`src/rtl/wb_stream_dma_mc.sv`:
```
// Multi-channel stream-to-memory DMA: per-channel FWFT FIFOs drained round-robin
// as fixed-length incrementing Wishbone write bursts into per-channel circular buffers.
//
// state   | meaning
// S_IDLE  | no bus cycle; arbitrate among eligible channels
// S_BURST | cyc/stb high, writing BURST_LEN beats from the granted FIFO
module wb_stream_dma_mc #(
  parameter int NCH       = 2,
  parameter int WB_DW     = 32,
  parameter int WB_AW     = 32,
  parameter int FIFO_AW   = 4,
  parameter int BURST_LEN = 8
) (
  input  logic                   clk,
  input  logic                   rst_n,
  output logic [WB_AW-1:0]       wbm_adr_o,
  output logic [WB_DW-1:0]       wbm_dat_o,
  output logic [WB_DW/8-1:0]     wbm_sel_o,
  output logic                   wbm_we_o,
  output logic                   wbm_cyc_o,
  output logic                   wbm_stb_o,
  output logic [2:0]             wbm_cti_o,
  output logic [1:0]             wbm_bte_o,
  input  logic                   wbm_ack_i,
  input  logic                   wbm_err_i,
  input  logic [NCH*WB_DW-1:0]   s_data_i,
  input  logic [NCH-1:0]         s_valid_i,
  output logic [NCH-1:0]         s_ready_o,
  input  logic [NCH-1:0]         cfg_enable_i,
  input  logic [NCH*WB_AW-1:0]   cfg_start_adr_i,
  input  logic [NCH*WB_AW-1:0]   cfg_buf_words_i,
  input  logic [NCH-1:0]         irq_clr_i,
  output logic [NCH-1:0]         irq_o,
  output logic [NCH-1:0]         busy_o,
  output logic                   err_o
);
  localparam int DEPTH = 2**FIFO_AW;
  localparam int BYTES = WB_DW/8;
  localparam int GW    = (NCH > 1) ? $clog2(NCH) : 1;
  localparam int BW    = (BURST_LEN > 1) ? $clog2(BURST_LEN) : 1;
  localparam logic [FIFO_AW:0] FULL_CNT  = (FIFO_AW+1)'(DEPTH);
  localparam logic [FIFO_AW:0] BURST_CNT = (FIFO_AW+1)'(BURST_LEN);
  localparam logic [BW-1:0]    LAST_BEAT = BW'(BURST_LEN-1);

  typedef enum logic {S_IDLE, S_BURST} state_e;

  state_e                          state_q, state_d;
  logic [GW-1:0]                   grant_q, grant_d, last_grant_q, last_grant_d;
  logic [WB_AW-1:0]                base_q, base_d, bufw_q, bufw_d;
  logic [BW-1:0]                   beat_q, beat_d;
  logic [NCH-1:0][WB_AW-1:0]       offset_q, offset_d;
  logic [NCH-1:0]                  halted_q, halted_d, irq_q, irq_d, busy_q, busy_d;
  logic                            err_q, err_d;
  logic [NCH-1:0][FIFO_AW:0]       cnt_q, cnt_d;
  logic [NCH-1:0][FIFO_AW-1:0]     rd_ptr_q, rd_ptr_d, wr_ptr_q, wr_ptr_d;
  logic [WB_DW-1:0]                mem [NCH][DEPTH];

  logic [NCH-1:0]                  ready, push, pop, flush, elig;
  logic                            in_burst, last_beat, found;
  logic [GW-1:0]                   pick, rr_idx;
  logic [GW:0]                     rr_sum;
  logic [WB_AW-1:0]                sel_start, sel_bufw, nxt_off;

  assign in_burst  = (state_q == S_BURST);
  assign last_beat = (beat_q == LAST_BEAT);

  // rst_n gates ready so the stream side sees no space while reset is held.
  always_comb begin
    ready = '0;
    push  = '0;
    elig  = '0;
    flush = '0;
    for (int i = 0; i < NCH; i++) begin
      ready[i] = rst_n & cfg_enable_i[i] & ~halted_q[i] & (cnt_q[i] < FULL_CNT);
      push[i]  = s_valid_i[i] & ready[i];
      elig[i]  = cfg_enable_i[i] & ~halted_q[i] & (cnt_q[i] >= BURST_CNT);
      flush[i] = ~cfg_enable_i[i] & ~(in_burst & (grant_q == GW'(i)));
    end
  end

  always_comb begin
    state_d      = state_q;
    grant_d      = grant_q;
    last_grant_d = last_grant_q;
    base_d       = base_q;
    bufw_d       = bufw_q;
    beat_d       = beat_q;
    offset_d     = offset_q;
    halted_d     = halted_q;
    err_d        = err_q;
    irq_d        = irq_q & ~irq_clr_i;
    busy_d       = cfg_enable_i & ~halted_q;
    pop          = '0;
    found        = 1'b0;
    pick         = last_grant_q;
    rr_sum       = '0;
    rr_idx       = '0;
    sel_start    = '0;
    sel_bufw     = '0;
    nxt_off      = '0;

    for (int k = 1; k <= NCH; k++) begin
      rr_sum = {1'b0, last_grant_q} + (GW+1)'(k);
      if (rr_sum >= (GW+1)'(NCH)) rr_sum = rr_sum - (GW+1)'(NCH);
      rr_idx = rr_sum[GW-1:0];
      if (!found && elig[rr_idx]) begin
        found = 1'b1;
        pick  = rr_idx;
      end
    end
    for (int i = 0; i < NCH; i++) begin
      if (pick == GW'(i)) begin
        sel_start = cfg_start_adr_i[i*WB_AW +: WB_AW];
        sel_bufw  = cfg_buf_words_i[i*WB_AW +: WB_AW];
      end
    end

    case (state_q)
      S_IDLE: begin
        if (found) begin
          state_d      = S_BURST;
          grant_d      = pick;
          last_grant_d = pick;
          base_d       = sel_start + offset_q[pick] * WB_AW'(BYTES);
          bufw_d       = sel_bufw;
          beat_d       = '0;
        end
      end
      S_BURST: begin
        nxt_off = offset_q[grant_q] + WB_AW'(BURST_LEN);
        if (wbm_err_i) begin
          state_d           = S_IDLE;
          err_d             = 1'b1;
          halted_d[grant_q] = 1'b1;
        end else if (wbm_ack_i) begin
          pop[grant_q] = 1'b1;
          beat_d       = beat_q + BW'(1);
          if (last_beat) begin
            state_d = S_IDLE;
            if (nxt_off == bufw_q) begin
              offset_d[grant_q] = '0;
              irq_d[grant_q]    = 1'b1;
            end else begin
              offset_d[grant_q] = nxt_off;
            end
          end
        end
      end
      default: state_d = S_IDLE;
    endcase

    for (int i = 0; i < NCH; i++) begin
      if (flush[i]) begin
        offset_d[i] = '0;
        halted_d[i] = 1'b0;
      end
    end
  end

  always_comb begin
    cnt_d    = cnt_q;
    rd_ptr_d = rd_ptr_q;
    wr_ptr_d = wr_ptr_q;
    for (int i = 0; i < NCH; i++) begin
      if (push[i]) wr_ptr_d[i] = wr_ptr_q[i] + 1'b1;
      if (pop[i])  rd_ptr_d[i] = rd_ptr_q[i] + 1'b1;
      if (push[i] && !pop[i])      cnt_d[i] = cnt_q[i] + 1'b1;
      else if (!push[i] && pop[i]) cnt_d[i] = cnt_q[i] - 1'b1;
      if (flush[i]) begin
        cnt_d[i]    = '0;
        rd_ptr_d[i] = '0;
        wr_ptr_d[i] = '0;
      end
    end
  end

  always_ff @(posedge clk) begin
    for (int i = 0; i < NCH; i++) begin
      if (push[i]) mem[i][wr_ptr_q[i]] <= s_data_i[i*WB_DW +: WB_DW];
    end
  end

  always_ff @(posedge clk or negedge rst_n) begin
    if (!rst_n) begin
      state_q      <= S_IDLE;
      grant_q      <= '0;
      last_grant_q <= GW'(NCH-1);
      base_q       <= '0;
      bufw_q       <= '0;
      beat_q       <= '0;
      offset_q     <= '0;
      halted_q     <= '0;
      irq_q        <= '0;
      busy_q       <= '0;
      err_q        <= 1'b0;
      cnt_q        <= '0;
      rd_ptr_q     <= '0;
      wr_ptr_q     <= '0;
    end else begin
      state_q      <= state_d;
      grant_q      <= grant_d;
      last_grant_q <= last_grant_d;
      base_q       <= base_d;
      bufw_q       <= bufw_d;
      beat_q       <= beat_d;
      offset_q     <= offset_d;
      halted_q     <= halted_d;
      irq_q        <= irq_d;
      busy_q       <= busy_d;
      err_q        <= err_d;
      cnt_q        <= cnt_d;
      rd_ptr_q     <= rd_ptr_d;
      wr_ptr_q     <= wr_ptr_d;
    end
  end

  assign wbm_cyc_o = in_burst;
  assign wbm_stb_o = in_burst;
  assign wbm_we_o  = in_burst;
  assign wbm_sel_o = {(WB_DW/8){in_burst}};
  assign wbm_cti_o = !in_burst ? 3'b000 : (last_beat ? 3'b111 : 3'b010);
  assign wbm_bte_o = 2'b00;
  assign wbm_adr_o = in_burst ? base_q + WB_AW'(beat_q) * WB_AW'(BYTES) : '0;
  assign wbm_dat_o = in_burst ? mem[grant_q][rd_ptr_q[grant_q]] : '0;
  assign s_ready_o = ready;
  assign irq_o     = irq_q;
  assign busy_o    = busy_q;
  assign err_o     = err_q;
endmodule
```
`config.mk`:
```
export PLATFORM = sky130hd
export DESIGN_NAME = wb_stream_dma_mc
export DESIGN_NICKNAME = d
export VERILOG_FILES = /design/src/rtl/wb_stream_dma_mc.sv
export SDC_FILE = /design/constraint.sdc
export NUM_CORES = 2
export LEC_CHECK = 0
export BUFFER_PORTS_ARGS = -buffer_cell sky130_fd_sc_hd__buf_2
export CAP_MARGIN = 20
export CORE_MARGIN = 2
export CORE_UTILIZATION = 60
export DETAILED_ROUTE_END_ITERATION = 7
export PLACE_DENSITY = 0.88
export SETUP_SLACK_MARGIN = 0.2
export SLEW_MARGIN = 20
export SYNTH_ARGS = -nofsm -noshare
export SYNTH_HDL_FRONTEND = slang
export SYNTH_SLANG_ARGS = --single-unit
export TNS_END_PERCENT = 100
```
`constraint.sdc`:
```
create_clock -name clk -period 9.75 [get_ports clk]
set_input_delay 0.975 -clock clk [delete_from_list [all_inputs] [get_ports clk]]
set_output_delay 0.975 -clock clk [all_outputs]
set_load 0.1 [all_outputs]
```
---- Word-level counts from Yosys, hierarchy flattened ----
Memory sizes are Yosys's and may differ from the RTL's.
Cells that the tools add are included.
operators by class
  add/sub/neg operators ................... 16
  magnitude comparators ................... 16
  eq/ne operators ......................... 7
  multiplexer cells ....................... 80
  bitwise gates (word level) .............. 35
  reduce and logical (&&, ||, !) cells .... 34
operator list
  kind                     number
  $mux W512                2
  $mux W32                 13
  $mux W64                 5
  $demux W32 S4            2
  $bmux W32 S4             1
  $and A64 B64 Y64         1
  $bwmux W64               1
  $not A64 Y64             1
  $mux W30                 2
  $mux W4                  10
  $add A32 B32 Y32         1
  $add A32 B4 Y32 const B  1
  $add A32 B5 Y32          1
  $demux W32 S1            1
  $eq A32 B32 Y1           1
  $mux W5                  6
  $reduce_bool A2 Y1       12
  $mux W2                  10
  $mux W1                  19
  $add A4 B1 Y4 const B    4
  $and A1 B1 Y1            16
  $ge A5 B5 Y1 const B     3
  $mux W3                  5
  $not A4 Y5               3
  other kinds (28)         67
word-level totals
  flip-flop bits (word level) ............. 167
  bits in writable memories ............... 1024
  bits of input ports ..................... 202
  output and inout bits ................... 83
  logic and storage cells ................. 208
  memories ................................ 1
memory list
  name  depth  width  rd ports  clocked after memory_dff  wr ports  RTL line  text
  mem   2      512    1         0                         2         56        logic [WB_DW-1:0] mem [NCH][DEPTH];

---- Logic depth before layout (Yosys ltp) ----
  depth in word-level cells ............... 12
  depth in mapped cells ................... 26
  gate-level depth less buffers ........... 18

---- Worst setup path after synthesis ----
OpenSTA, ideal clock, no wires.
  kind .................................... input -> register
  start point ............................. input port cfg_enable_i[0]
  end point ............................... memory mem[0][384] (netlist name) (enable)
  setup time .............................. 502 ps
  arrival time ............................ 5391 ps
  data required time ...................... 9248 ps
  setup slack ............................. 3857 ps
  stages on the path ...................... 4
  buffers on the path ..................... 0
  cells stage by stage .................... nor2b_1 and3b_1 nand2_1 nor4_1
RTL lines
  element          RTL line  text
  start, declared  29        input logic [NCH-1:0] cfg_enable_i,
  end, declared    56

---- Worst setup path after layout ----
  start point ............................. register grant_q
  end point ............................... output port wbm_dat_o[26]
between the ends
  longest elaborated chain between the ends .. 7
  elaborated cells on any way between the ends .. 8
  those cells by class .................... mux (6); bitwise (1); memory (1)
ends and longest elaborated chain
  element                                           RTL line  text
  start, declared                                   48        logic [GW-1:0] grant_q, grant_d, last_grant_q, last_grant_d;
  start signal, assigned                            201       grant_q <= grant_d;
  $mux W4 (not written as such) (2 in series)       224       assign wbm_dat_o = in_burst ? mem[grant_q][rd_ptr_q[grant_q]] : '0;
  $not A4 Y5 (not written as such)                  224
  $bmux W32 S4 (*)                                  224
  $mux W32 (not written as such) (*) (2 in series)  224
  $mux W32 (*)                                      224
  end, declared                                     17        output logic [WB_DW-1:0] wbm_dat_o,
Every way passes the cells marked *; elsewhere a longest branch is shown, timed or not. The select of a mux whose other input is x is not followed.

==> reports/summary.json <==
{
  "detailed_routing": {
    "routed-via-count": 32400,
    "highest_layer": "met5",
    "routed-wl-met3_um": 20200,
    "routed_via_density": 6.83,
    "route.antenna.remaining_nets": 0,
    "detail_route.iter0.violations": 4755,
    "wl_per_cell_um": 31.1,
    "remaining_drc_errors": 0,
    "totalWireLength_um": 148000,
    "met2_length_um": 69900,
    "drt-pass1-iter-count": 8,
    "route.layer.met1.wl_um": 48100
  },
  "worst_setup_path": {
    "critical_path_cell_list": "mux2i_4, buf_4, buf_4, mux4_2, nand2_1, and3_1, a311oi_1, a31oi_1, nor2b_1, buf_2",
    "timing.critical_path.max_delay_family": "buffers and inverters",
    "worstPathArrival_ps": 5320,
    "critical_path.n_buffers_inverters": 3,
    "worstReg2RegStart": "grant_q",
    "timing.setup.critical_path_class": "flip-flop to output port",
    "crit_slowest_cell": "sky130_fd_sc_hd__mux2i_4",
    "crit_path_max_fanout": 50,
    "crit_path_frequent_cell": "sky130_fd_sc_hd__buf_4",
    "timing.critical_path.slowest_cell_delay_ps": 880,
    "worst_setup_path_end_kind": "output port",
    "worst-r2r-setup-slack_ps": 3970,
    "cp.required_ps": 8780,
    "worst_setup_path_start_kind": "flip-flop",
    "rr_worst_depth": 11,
    "r2r_end": "offset_q[12]"
  },
  "flow_run": {
    "maxCapViolations": 0
  },
  "sta": {
    "final_min_period_over_clock_period_pct": 64.5,
    "grt_setup_unrepaired": "no",
    "clock-skew-final_ps": 90.3,
    "report.final.slew_viol_count": 0,
    "final.setup.tns_ps": 0,
    "maxClockFrequency_mhz": 159,
    "report.final.hold_viol_count": 0,
    "worst_pin_slew_ps": 1100,
    "period_needed_ps": 6290,
    "timing.slew.headroom_pct": 26.4,
    "setup_viol": 0
  },
  "global_routing": {
    "number_of_global_route_vias_before_repair": 32700,
    "global_route_wire_length_before_repair_um": 214000,
    "combined_global_route_utilization_of_all_metal_layers_pct": 33.3,
    "grt_remaining_overflow": 0,
    "grt_antenna_before_repair": 16,
    "grt_max_degree": 127
  },
  "floorplanning": {
    "dieWidth_um": 297,
    "start_util_pct": 60.5,
    "die_height_um": 297,
    "dieArea_um2": 88200,
    "rows": 107,
    "io_pins": 285,
    "core_area_um2": 85100
  },
  "place": {
    "dpl.cell_count": 4539,
    "place.gp.congestion": 0.915,
    "dp_hpwl_um": 77900,
    "port_buffers": 282
  },
  "synth": {
    "synth-async-reset-ratio_pct": 14.0,
    "post_synth.cell_area_avg_um2": 15.9,
    "synth_sequential_area_ratio_pct": 67.8,
    "synthesis.yosys.warnings": 0,
    "netlist_area_pre_place_um2": 51500,
    "count_of_flip_flops_with_a_built_in_enable_after_synthesis": 1024,
    "dominantRegCellSynth": "sky130_fd_sc_hd__edfxtp_1",
    "synth-seq-cells": 1191,
    "yosys.cell_types.count": 70,
    "synthesis.instances": 3238
  },
  "clocking": {
    "cts_hold_buffers": 0,
    "max-clock-path-buffers": 3,
    "post-cts-setup-buffer-count": 0,
    "clkLatencyLatePin_ps": 740,
    "clock_tree_from_tritoncts": "built",
    "clock_tree.htree_level_count": 3,
    "clk_pin_slew_worst_paths_ps": 60,
    "clock_tree.root_cell": "sky130_fd_sc_hd__clkbuf_16",
    "postCtsResizedCells": 0,
    "tritoncts_buffer_count": 114,
    "cts_sinks": 1191
  },
  "run_status": {
    "status": "finished, final reports clean"
  },
  "power_and_ir_drop": {
    "max-vdd-ir-drop_uv": 340,
    "p_leak_uw": 0.0208,
    "powerDensity_nw_per_um2": 237
  },
  "finish": {
    "syn2layout_area_growth_pct": 12.0,
    "num-nets-final": 3770,
    "layout.cells.non_filler": 4750,
    "layout.cells.most_common": "sky130_fd_sc_hd__edfxtp_1",
    "drive_above_1_share_pct": 23.7,
    "layout.filler_cells": 5250,
    "layout.cells.most_common_list": "sky130_fd_sc_hd__edfxtp_1, sky130_fd_sc_hd__nand2_1, sky130_fd_sc_hd__buf_2, sky130_fd_sc_hd__mux4_2, sky130_fd_sc_hd__dfrtp_1"
  },
  "worst_hold_path": {
    "timing.hold.worst.class": "input pin to async pin"
  }
}
## flip-flops by register name (all words and copies together), names as in the netlist
| name | cells |
|---|---|
| wbm_cyc_o | 1 |
| busy_o | 2 |
| cnt_q | 10 |
| beat_q | 3 |
| wr_ptr_q | 8 |
| halted_q | 2 |
| grant_q | 1 |
| offset_q | 64 |
| bufw_q | 32 |
| rd_ptr_q | 8 |
| irq_o | 2 |
| base_q | 32 |
| mem | 1024 |
| last_grant_q | 1 |
| err_o | 1 |
## synthesized netlist by cell type, types with 46 or more instances
cell | instances | area share, %
sky130_fd_sc_hd__a21oi_1 | 55 | 0.53
sky130_fd_sc_hd__and2_1 | 60 | 0.73
sky130_fd_sc_hd__and3_1 | 46 | 0.56
sky130_fd_sc_hd__clkbuf_1 | 113 | 0.82
sky130_fd_sc_hd__dfrtp_1 | 166 | 8.1
sky130_fd_sc_hd__edfxtp_1 | 1024 | 60
sky130_fd_sc_hd__ha_1 | 51 | 1.2
sky130_fd_sc_hd__mux2_2 | 61 | 1.3
sky130_fd_sc_hd__mux2i_1 | 62 | 1.2
sky130_fd_sc_hd__mux4_2 | 256 | 11
sky130_fd_sc_hd__nand2_1 | 449 | 3.3
sky130_fd_sc_hd__nand3_1 | 108 | 1.0
sky130_fd_sc_hd__nor2_1 | 73 | 0.53
sky130_fd_sc_hd__o21ai_0 | 120 | 1.2
sky130_fd_sc_hd__xnor2_1 | 74 | 1.3
sky130_fd_sc_hd__xor2_1 | 51 | 0.87
## cell families after synthesis
kind of cell,after synthesis,synth area share [%]
flops,1191,67.8
simple gates,896,8.20
mux,381,13.8
compound gates,370,4.68
buf+inv,215,1.81
xor+xnor,129,2.29
fa+ha+maj,55,1.39
other cells,1,0.00728
## worst max path at each step
stage                    startpoint       endpoint  slack, ps  cells past startpoint
finish                      grant_q  wbm_dat_o[26]       3460                     10
detailed placement  cfg_enable_i[0]     base_q[26]       3800                     18
floorplan           cfg_enable_i[0]    mem[0][384]       3860                      4
CTS                         grant_q  wbm_dat_o[16]       3350                      9
global route                grant_q  wbm_dat_o[24]       3250                     10
global placement    cfg_enable_i[0]     base_q[26]       4050                     18
## power by group
| group | switching, uW | leakage [uW] | internal, uW |
|---|---|---|---|
| Sequential | 229 | 0.0114 | 5740 |
| Clock | 1940 | 0.00166 | 2250 |
| Combinational | 2170 | 0.00767 | 1360 |
## per-layer routing
metal	global-route usage [%]	up-vias
met3	8.35	652
met2	52.8	2878
met4	19.0	14
met1	42.2	15800
li1	-	13100
met5	0	-
## layout make-up
cell class	instances	area, um2	area share (%)
diodes	11	27.5	0.0477
clock buffers	146	2990	5.19
clock inverters	52	437	0.757
inverters	31	116	0.202
multi-input cells	1833	15800	27.4
flip-flops and latches	1191	34900	60.6
well taps	1144	1430	2.48
repair buffers	342	1920	3.34
## metrics by stage
stage | hold WS (ps) | total power (uW) | setup WS, ps | utilization, % | instance area [um2]
after floorplan | 418 | 8820 | 3860 | - | 51500
final | 167 | 13700 | 3460 | 67.7 | 57700
after detailed placement | 465 | 9540 | 3800 | 63.6 | 54200
after global routing | 189 | 14100 | 3250 | 67.7 | 57700
after global placement | 453 | 9420 | 4050 | 63.6 | 54200
after CTS | 165 | 13700 | 3350 | 67.6 | 57600
Power figures use the tool's default switching activity.
